`src/rtl/mips_pkg.sv`:
```
// rtl/mips_pkg.sv - shared types and constants for the multicycle MIPS memory side
package mips_pkg;

  localparam int WORD_W = 32;

  typedef enum logic [1:0] {
    MEM_IDLE,
    MEM_WAIT,
    MEM_DONE
  } mem_state_t;

endpackage

```
`src/rtl/mem_array.sv`:
```
// rtl/mem_array.sv - DEPTH x 32 word store, one synchronous write port, one registered read port
//  clk    in  rising-edge clock
//  we     in  write enable
//  waddr  in  write word index
//  wdata  in  write data
//  raddr  in  read word index
//  rdata  out mem[raddr] registered on clk
module mem_array
  import mips_pkg::*;
#(
  parameter int DEPTH = 64
) (
  input  logic                     clk,
  input  logic                     we,
  input  logic [$clog2(DEPTH)-1:0] waddr,
  input  logic [WORD_W-1:0]        wdata,
  input  logic [$clog2(DEPTH)-1:0] raddr,
  output logic [WORD_W-1:0]        rdata
);

  logic [WORD_W-1:0] mem_q [DEPTH];
  logic [WORD_W-1:0] rdata_q;

  // Contents are deliberately not reset so a program image survives reset.
  always_ff @(posedge clk) begin
    if (we) begin
      mem_q[waddr] <= wdata;
    end
    rdata_q <= mem_q[raddr];
  end

  assign rdata = rdata_q;

endmodule

```
`src/rtl/mem_responder.sv`:
```
// rtl/mem_responder.sv - wait-stated memory responder for the multicycle MIPS controller
//  clk      in  rising-edge clock
//  reset_n  in  asynchronous active-low reset
//  req      in  request valid, held until ready
//  we       in  1 = store, 0 = load/fetch
//  addr     in  byte address
//  wdata    in  store data
//  ready    out one-cycle completion pulse
//  rdata    out load data, held after ready
//  err      out misaligned / out-of-range, valid only with ready
//  busy     out access accepted and not yet completed
module mem_responder
  import mips_pkg::*;
#(
  parameter int DEPTH       = 64,
  parameter int WAIT_CYCLES = 2
) (
  input  logic              clk,
  input  logic              reset_n,
  input  logic              req,
  input  logic              we,
  input  logic [WORD_W-1:0] addr,
  input  logic [WORD_W-1:0] wdata,
  output logic              ready,
  output logic [WORD_W-1:0] rdata,
  output logic              err,
  output logic              busy
);

  localparam int AW = $clog2(DEPTH);

  mem_state_t        state_q, state_d;
  logic [3:0]        cnt_q, cnt_d;
  logic              we_q, we_d;
  logic [WORD_W-1:0] addr_q, addr_d;
  logic [WORD_W-1:0] wdata_q, wdata_d;
  logic              ready_q, ready_d;
  logic              err_q, err_d;
  logic              busy_q, busy_d;
  logic [WORD_W-1:0] rdata_q, rdata_d;

  logic              acc_err;
  logic              finish;
  logic              mem_we;
  logic [AW-1:0]     raddr;
  logic [WORD_W-1:0] mem_rdata;

  assign acc_err = (addr_q[1:0] != 2'b00) || (addr_q[WORD_W-1:AW+2] != '0);

  // cnt holds the remaining wait states; at zero the access completes on this edge.
  assign finish = (state_q == MEM_WAIT) && (cnt_q == 4'd0);
  assign mem_we = finish && we_q && !acc_err;

  // In IDLE the read port looks at the incoming address so the registered
  // read data is already settled when the zero-wait case completes.
  assign raddr = (state_q == MEM_IDLE) ? addr[AW+1:2] : addr_q[AW+1:2];

  mem_array #(.DEPTH(DEPTH)) u_mem_array (
    .clk   (clk),
    .we    (mem_we),
    .waddr (addr_q[AW+1:2]),
    .wdata (wdata_q),
    .raddr (raddr),
    .rdata (mem_rdata)
  );

  always_comb begin
    state_d = state_q;
    cnt_d   = cnt_q;
    we_d    = we_q;
    addr_d  = addr_q;
    wdata_d = wdata_q;
    rdata_d = rdata_q;
    ready_d = 1'b0;
    err_d   = 1'b0;
    busy_d  = 1'b0;
    case (state_q)
      MEM_IDLE: begin
        if (req) begin
          we_d    = we;
          addr_d  = addr;
          wdata_d = wdata;
          cnt_d   = 4'(WAIT_CYCLES);
          state_d = MEM_WAIT;
          busy_d  = 1'b1;
        end
      end
      MEM_WAIT: begin
        if (cnt_q == 4'd0) begin
          state_d = MEM_DONE;
          ready_d = 1'b1;
          err_d   = acc_err;
          if (!we_q) begin
            rdata_d = acc_err ? '0 : mem_rdata;
          end
        end else begin
          cnt_d  = cnt_q - 4'd1;
          busy_d = 1'b1;
        end
      end
      MEM_DONE: begin
        state_d = MEM_IDLE;
      end
      default: begin
        state_d = MEM_IDLE;
      end
    endcase
  end

  always_ff @(posedge clk or negedge reset_n) begin
    if (!reset_n) begin
      state_q <= MEM_IDLE;
      cnt_q   <= 4'd0;
      we_q    <= 1'b0;
      addr_q  <= '0;
      wdata_q <= '0;
      rdata_q <= '0;
      ready_q <= 1'b0;
      err_q   <= 1'b0;
      busy_q  <= 1'b0;
    end else begin
      state_q <= state_d;
      cnt_q   <= cnt_d;
      we_q    <= we_d;
      addr_q  <= addr_d;
      wdata_q <= wdata_d;
      rdata_q <= rdata_d;
      ready_q <= ready_d;
      err_q   <= err_d;
      busy_q  <= busy_d;
    end
  end

  assign ready = ready_q;
  assign rdata = rdata_q;
  assign err   = err_q;
  assign busy  = busy_q;

endmodule
```
`config.mk`:
```
export PLATFORM = sky130hd
export DESIGN_NAME = mem_responder
export DESIGN_NICKNAME = d
export VERILOG_FILES = /design/src/rtl/mips_pkg.sv /design/src/rtl/mem_array.sv /design/src/rtl/mem_responder.sv
export SDC_FILE = /design/constraint.sdc
export NUM_CORES = 2
export LEC_CHECK = 0
export CAP_MARGIN = 20
export CORE_MARGIN = 1
export CORE_UTILIZATION = 50
export DETAILED_ROUTE_END_ITERATION = 7
export PLACE_DENSITY_LB_ADDON = 0.3
export SYNTH_ARGS = -nofsm -noshare
export SYNTH_HDL_FRONTEND = slang
export SYNTH_HIERARCHICAL = 1
export SYNTH_SLANG_ARGS = --single-unit
```
`constraint.sdc`:
```
create_clock -name clk -period 12.35 [get_ports clk]
set_input_delay 1.8525 -clock clk [delete_from_list [all_inputs] [get_ports clk]]
set_output_delay 1.8525 -clock clk [all_outputs]
set_load 0.1 [all_outputs]
```
# Yosys cells after proc, flatten, opt, wreduce, memory -nomap -nowiden
# Memories as Yosys holds them, arrays and structs flattened. A register that Yosys moved wholly into a read port is not among the register bits.
# Cells that the tools add are included.
dict set report op_classes {
  add_sub_neg 1
  shifts 0
  n_bitwise 1
  multipliers 0
  reduce_logical 14
  div_mod_pow 0
  magnitude_cmp 0
  n_mux 17
  n_eq_ne 4
}
# op n
set ops {}
lappend ops {{2-to-1 mux 32 bit} 1}
lappend ops {{nonzero test 24 bit} 1}
lappend ops {{2-to-1 mux 1 bit} 8}
lappend ops {{2-to-1 mux 4 bit} 2}
lappend ops {{one-hot mux 4 bit (2 select lines)} 1}
lappend ops {{2-to-1 mux 6 bit} 1}
lappend ops {{AND reduction 3 bit} 2}
lappend ops {{zero test 4 bit} 1}
lappend ops {{2-to-1 mux 2 bit} 2}
lappend ops {{inequality test 2 bit (second input constant)} 2}
lappend ops {{one-hot mux 2 bit (2 select lines)} 1}
lappend ops {{AND reduction 2 bit} 2}
lappend ops {{nonzero test 2 bit} 2}
lappend ops {{subtractor 4 x 1 -> 4 bit (second input constant)} 1}
lappend ops {{logical AND 1 bit} 3}
lappend ops {{equality test 2 x 1 -> 1 bit (second input constant)} 1}
lappend ops {{zero test 2 bit} 1}
lappend ops {{inequality test 2 x 1 -> 1 bit (second input constant)} 1}
lappend ops {{one-hot mux 1 bit (2 select lines)} 1}
lappend ops {{zero test 1 bit} 1}
lappend ops {{logical OR 1 bit} 1}
lappend ops {{NOT 1 bit} 1}
dict set report totals {
  register_bits 106
  word_cells 47
  output_inout_bits 35
  in_bits 68
  latchBits 0
  mem_bits_ro 0
  memories 1
  ram_bits 2048
}
# name depth width read_ports rd_ports_with_merged_regs wr line_no
set memory_table {}
lappend memory_table {u_mem_array.mem_q 64 32 1 1 1 mem_array.sv:21} ;# logic [WORD_W-1:0] mem_q [DEPTH];

# Longest topological paths before layout
dict set report logic_depth {
  word_depth 6
  ltp_mapped 12
}

# Modules after synthesis
# Netlist, hierarchy kept.
# mod seq_area_each_um2 instances area_per_inst_um2 cells_per_inst
set by_module_without_submodules {}
lappend by_module_without_submodules {mem_array 62139.6 1 78515.3 3324}
lappend by_module_without_submodules {mem_responder 2652.5 1 4551.9 341}

# Least setup slack after synthesis
# Ideal clock, no wire load.
dict set report synth_timing {
  path_type {register -> register}
  start {register addr_q[13]}
  end {memory u_mem_array.mem_q[48][0], enable pin}
  path_slack_ns 7.700
  path_buffers 1
  path_stages_with_launch 8
  arrival_time_ns 4.190
  required_time_ns 11.889
  synth_period_minus_slack_ns 4.650
  setup_time_ns 0.461
  path_cell_list {dfrtp_1 > nor4_1 > nand4_1 > clkbuf_1 > nor3_1 > nor2b_1 > nand4b_1 > nor3_1}
}
dict set report synth_via {
  elab_chain_cells 6
}
# element line_no
set synth_lines {}
lappend synth_lines {{start: declaration} mem_responder.sv:35} ;# logic [WORD_W-1:0] addr_q, addr_d;
lappend synth_lines {{start signal: assignment} mem_responder.sv:125} ;# addr_q <= addr_d;
lappend synth_lines {{nonzero test 24 bit} mem_responder.sv:48} ;# assign acc_err = (addr_q[1:0] != 2'b00) || (addr_q[WORD_W-1:AW+2] != '0);
lappend synth_lines {{logical OR 1 bit} mem_responder.sv:48}
lappend synth_lines {{zero test 1 bit} mem_responder.sv:52} ;# assign mem_we = finish && we_q && !acc_err;
lappend synth_lines {{logical AND 1 bit} mem_responder.sv:52}
lappend synth_lines {{net mem_we} mem_responder.sv:44} ;# logic mem_we;
lappend synth_lines {{2-to-1 mux 1 bit} mem_array.sv:26} ;# if (we) begin
lappend synth_lines {{2-to-1 mux 1 bit (not written as such)} mem_array.sv:27} ;# mem_q[waddr] <= wdata;
lappend synth_lines {{end: declaration} mem_array.sv:21}
# The timed path passes the listed nets, and every way through them passes these cells.

# Worst setup path in the final report
dict set report layout_timing {
  start {input port addr[2]}
  end {register u_mem_array.rdata_q[22] (netlist: u_mem_array/rdata[22]) (read register of u_mem_array.mem_q)}
}
dict set report layout_via {
  elab_chain_cells 1
}
# element line_no
set layout_lines {}
lappend layout_lines {{start: declaration} mem_responder.sv:22} ;# input logic [WORD_W-1:0] addr,
lappend layout_lines {{2-to-1 mux 6 bit} mem_responder.sv:56} ;# assign raddr = (state_q == MEM_IDLE) ? addr[AW+1:2] : addr_q[AW+1:2];
lappend layout_lines {{net raddr[0]} mem_responder.sv:45} ;# logic [AW-1:0] raddr;
lappend layout_lines {{end: declaration} mem_array.sv:22} ;# logic [WORD_W-1:0] rdata_q;
# The timed path passes the listed nets, and every way through them passes these cells.
# A chain may end at the register's enable or synchronous reset.

==> impl_metrics.toml <==
[worst_setup_path]
critPathKind = "in -> reg"
worst_ep_required_time_ns = 13.02
startpoint_type = "input port"
crit_arrival_ns = 6.59
crit_path_end_kind = "flip-flop"
crit_fanout = 69
worstRegToRegCells = 9

[global_routing]
antenna_found_initial = 10
grt_pass1_wl_um = 300000
track_usage = 0.255
grt_pass1_vias = 40300
grt_max_degree = 119
overflow = 0

[cts]
ctsRootBufferMaster = "clkbuf_16"
cts_max_path_buffers = 3
cts_setup_buffers = 0
cts_resized = 0
cts.sinks = 2186
numCtsBuffers = 210
htree_levels = 4
cts_tree = "yes"
clk_latency_ns = 0.84
clkSlewWorstSetupHoldPaths_ns = 0.06
holdBufCountCts = 0

[pwr]
power_mw = 24.1
pwr-share-comb = 0.326
p_sw_frac = 0.334
power_density_nw_per_um2 = 255
p_switching_mw = 8.05
peakVddDrop_mv = 0.242
power_leakage_nw = 29.9
clockPowerShare = 0.270
p_seq_frac = 0.404
intPower_mw = 16.0

[sta]
max-slew-margin-rel = 0.182
tightestPinTransition_ns = 1.23
finalHoldViolCount = 0
fin_crit_ns = 5.92
drv_slew = 0
setup_viol_count_final = 0
grt_setup_unrepaired = "no"
fin_skew_ns = 0.0302
clock.fmax_ghz = 0.169
fin_crit_sh = 0.479
final.setup.tns_ns = 0

[synthesis]
synth_compound_gate_area_share = 0.0238
yosys_register_bits = 2186
yosys.area_share.adder = 0.000301
synth_ff_type = "edfxtp_1"
synthesis.nets = 3735
syn_avg_cell_area_um2 = 22.7
synth_edf_count = 2048
synthCells = 3665
ys_top_cells_by_count = "2,048 x edfxtp_1, 544 x mux4_2, 141 x nor2_1, 106 x dfrtp_1, 93 x mux2i_1"
synth_top_family_by_area = "multiplexers"
synth.most_common_cell = "edfxtp_1"
ys_warn_count = 6
ys_top_cells_by_area = "edfxtp_1 74%, mux4_2 15%, dfrtp_1 3.2%"
synth-simple-area-share = 0.0137
synthXorXnorAreaFrac = 0
async_flop_share = 0.0485
synthMuxAreaShare = 0.168
synth_top_area_share = 0.740
seq_area_frac_synth = 0.780
syn-cell-area_um2 = 83100
synth_top_cell_by_area = "edfxtp_1"
synth.distinct_cells = 48

[status]
status = "finished, violations left"
violations = "design-rule violations"

[die]
die_x_um = 410
die_area_um2 = 168000
core.rowCount = 149
core_region_area_um2 = 165000
start_util = 0.503
io_pins = 103
die_height_um = 410

[layout]
drive_gt1_frac = 0.287
syn_to_final_growth_pct = 13.8
nets = 3972
fillers = 11700

[placement]
portBuffers = 102
dp_hpwl_um = 114000
routabilityCongestion = 0.844

[drt]
post-route-drc-count = 38
first_pass_iters = 7
routed.top_layer = "met5"
drt_wl_total_um = 212000
drt_iter0_drc = 6019
vias = 40600
wl_met1_um = 82800
viasPerCell = 6.47
detail_route.wl_per_cell_um = 33.8
dr_wl_met2_um = 99500
postRouteAntennaNets = 0
met3_length_um = 22600

[min_path]
worstHoldPathCells = 2
hp-class = "reg -> reg"

[job]
max_cap_violations = 0
## path summary, 6_finish.rpt
kind	startpoint	endpoint	slack (ns)
max	addr[2]	u_mem_array/rdata[22]	6.43
min	u_mem_array/rdata[27]	rdata[27]	0.47
max reg2reg	state_q[0]	u_mem_array/rdata[22]	6.70
min reg2reg	u_mem_array/rdata[27]	rdata[27]	0.47
max in group asynchronous	reset_n	wdata_q[18]	9.89
min in group asynchronous	reset_n	addr_q[6]	1.01
## worst max-delay path, cell delays in order
cell and delay [ns]:
clkdlybuf4s50_1 0.50, mux2_8 0.70, buf_4 0.78, buf_4 0.69
mux4_2 0.61, o22ai_1 0.29, nor2_1 0.18, a21oi_1 0.71
nor2_1 0.12
## registers in the layout (all words and copies together) (netlist names)
name	flops
u_mem_array/mem_q	2048
addr_q	32
rdata	32
u_mem_array/rdata	32
wdata_q	32
cnt_q	4
state_q	2
busy	1
err	1
ready	1
we_q	1
## per-layer routing
layer / vias up / GRT usage
met4: 2 / 0.0826
met3: 329 / 0.0513
li1: 16000 / -
met5: - / 0
met1: 21900 / 0.369
met2: 2416 / 0.392
## through the flow
stage	std cells	util	area [µm²]	worst slack [ns]	hold WS [ns]
3_5_place_dp	5878	0.530	87500	5.52	0.465
3_3_place_gp	5876	0.530	87500	5.52	0.461
5_1_grt	6277	0.573	94500	6.22	0.493
6_report	6280	0.573	94500	6.43	0.469
4_1_cts	6275	0.573	94500	6.39	0.469
2_1_floorplan	3665	-	83100	7.70	0.417
## power groups by stage
stage                     registers (mW)  logic, mW  clock network (mW)
after floorplan                     10.1       4.52                   0
after global placement              9.90       7.73                   0
after detailed placement            9.90       7.79                   0
after CTS                           9.75       7.82                6.57
after global routing                9.74       8.21                6.83
final                               9.73       7.84                6.51
## final cells by class
cell class,count,area [µm²],share of cell area
antenna,4,10.0,0.000106
timing repair buffer,236,2120,0.0225
sequential,2186,64800,0.686
inverter,35,131,0.00139
tap,2189,2740,0.0290
clock inverter,124,1290,0.0137
clock buffer,273,5740,0.0607
multi-input combinational,1233,17700,0.187
## logic make-up after synthesis
kind of cell               after synthesis
AOI/OAI and AO/OA                      276
adders and majority gates                2
buffers and inverters                  246
DFF                                   2186
muxes                                  708
and+or+nand+nor                        247
## placed cells by master, fill, tap and decap left out, types with 11 or more instances in the layout
master / Yosys / routed
dfxtp_1: 32 / 32
clkinv_2: 0 / 37
o31ai_1: 32 / 32
dfrtp_2: 0 / 32
o22ai_1: 84 / 84
o41ai_1: 21 / 21
clkdlybuf4s50_1: 0 / 101
clkbuf_16: 0 / 215
nor2_4: 0 / 62
mux4_2: 544 / 544
o221ai_1: 27 / 27
mux2_2: 71 / 67
a22oi_1: 12 / 12
mux2i_1: 93 / 93
dfrtp_1: 106 / 74
nor2b_1: 16 / 16
bufinv_16: 0 / 25
edfxtp_1: 2048 / 2048
clkbuf_8: 0 / 14
clkbuf_1: 92 / 44
nand2_1: 26 / 25
clkinv_1: 0 / 44
buf_4: 26 / 127
nor2_1: 141 / 78
a21oi_1: 64 / 64
inv_1: 35 / 35
o41ai_2: 11 / 11
(Power assumes the default switching activity.)
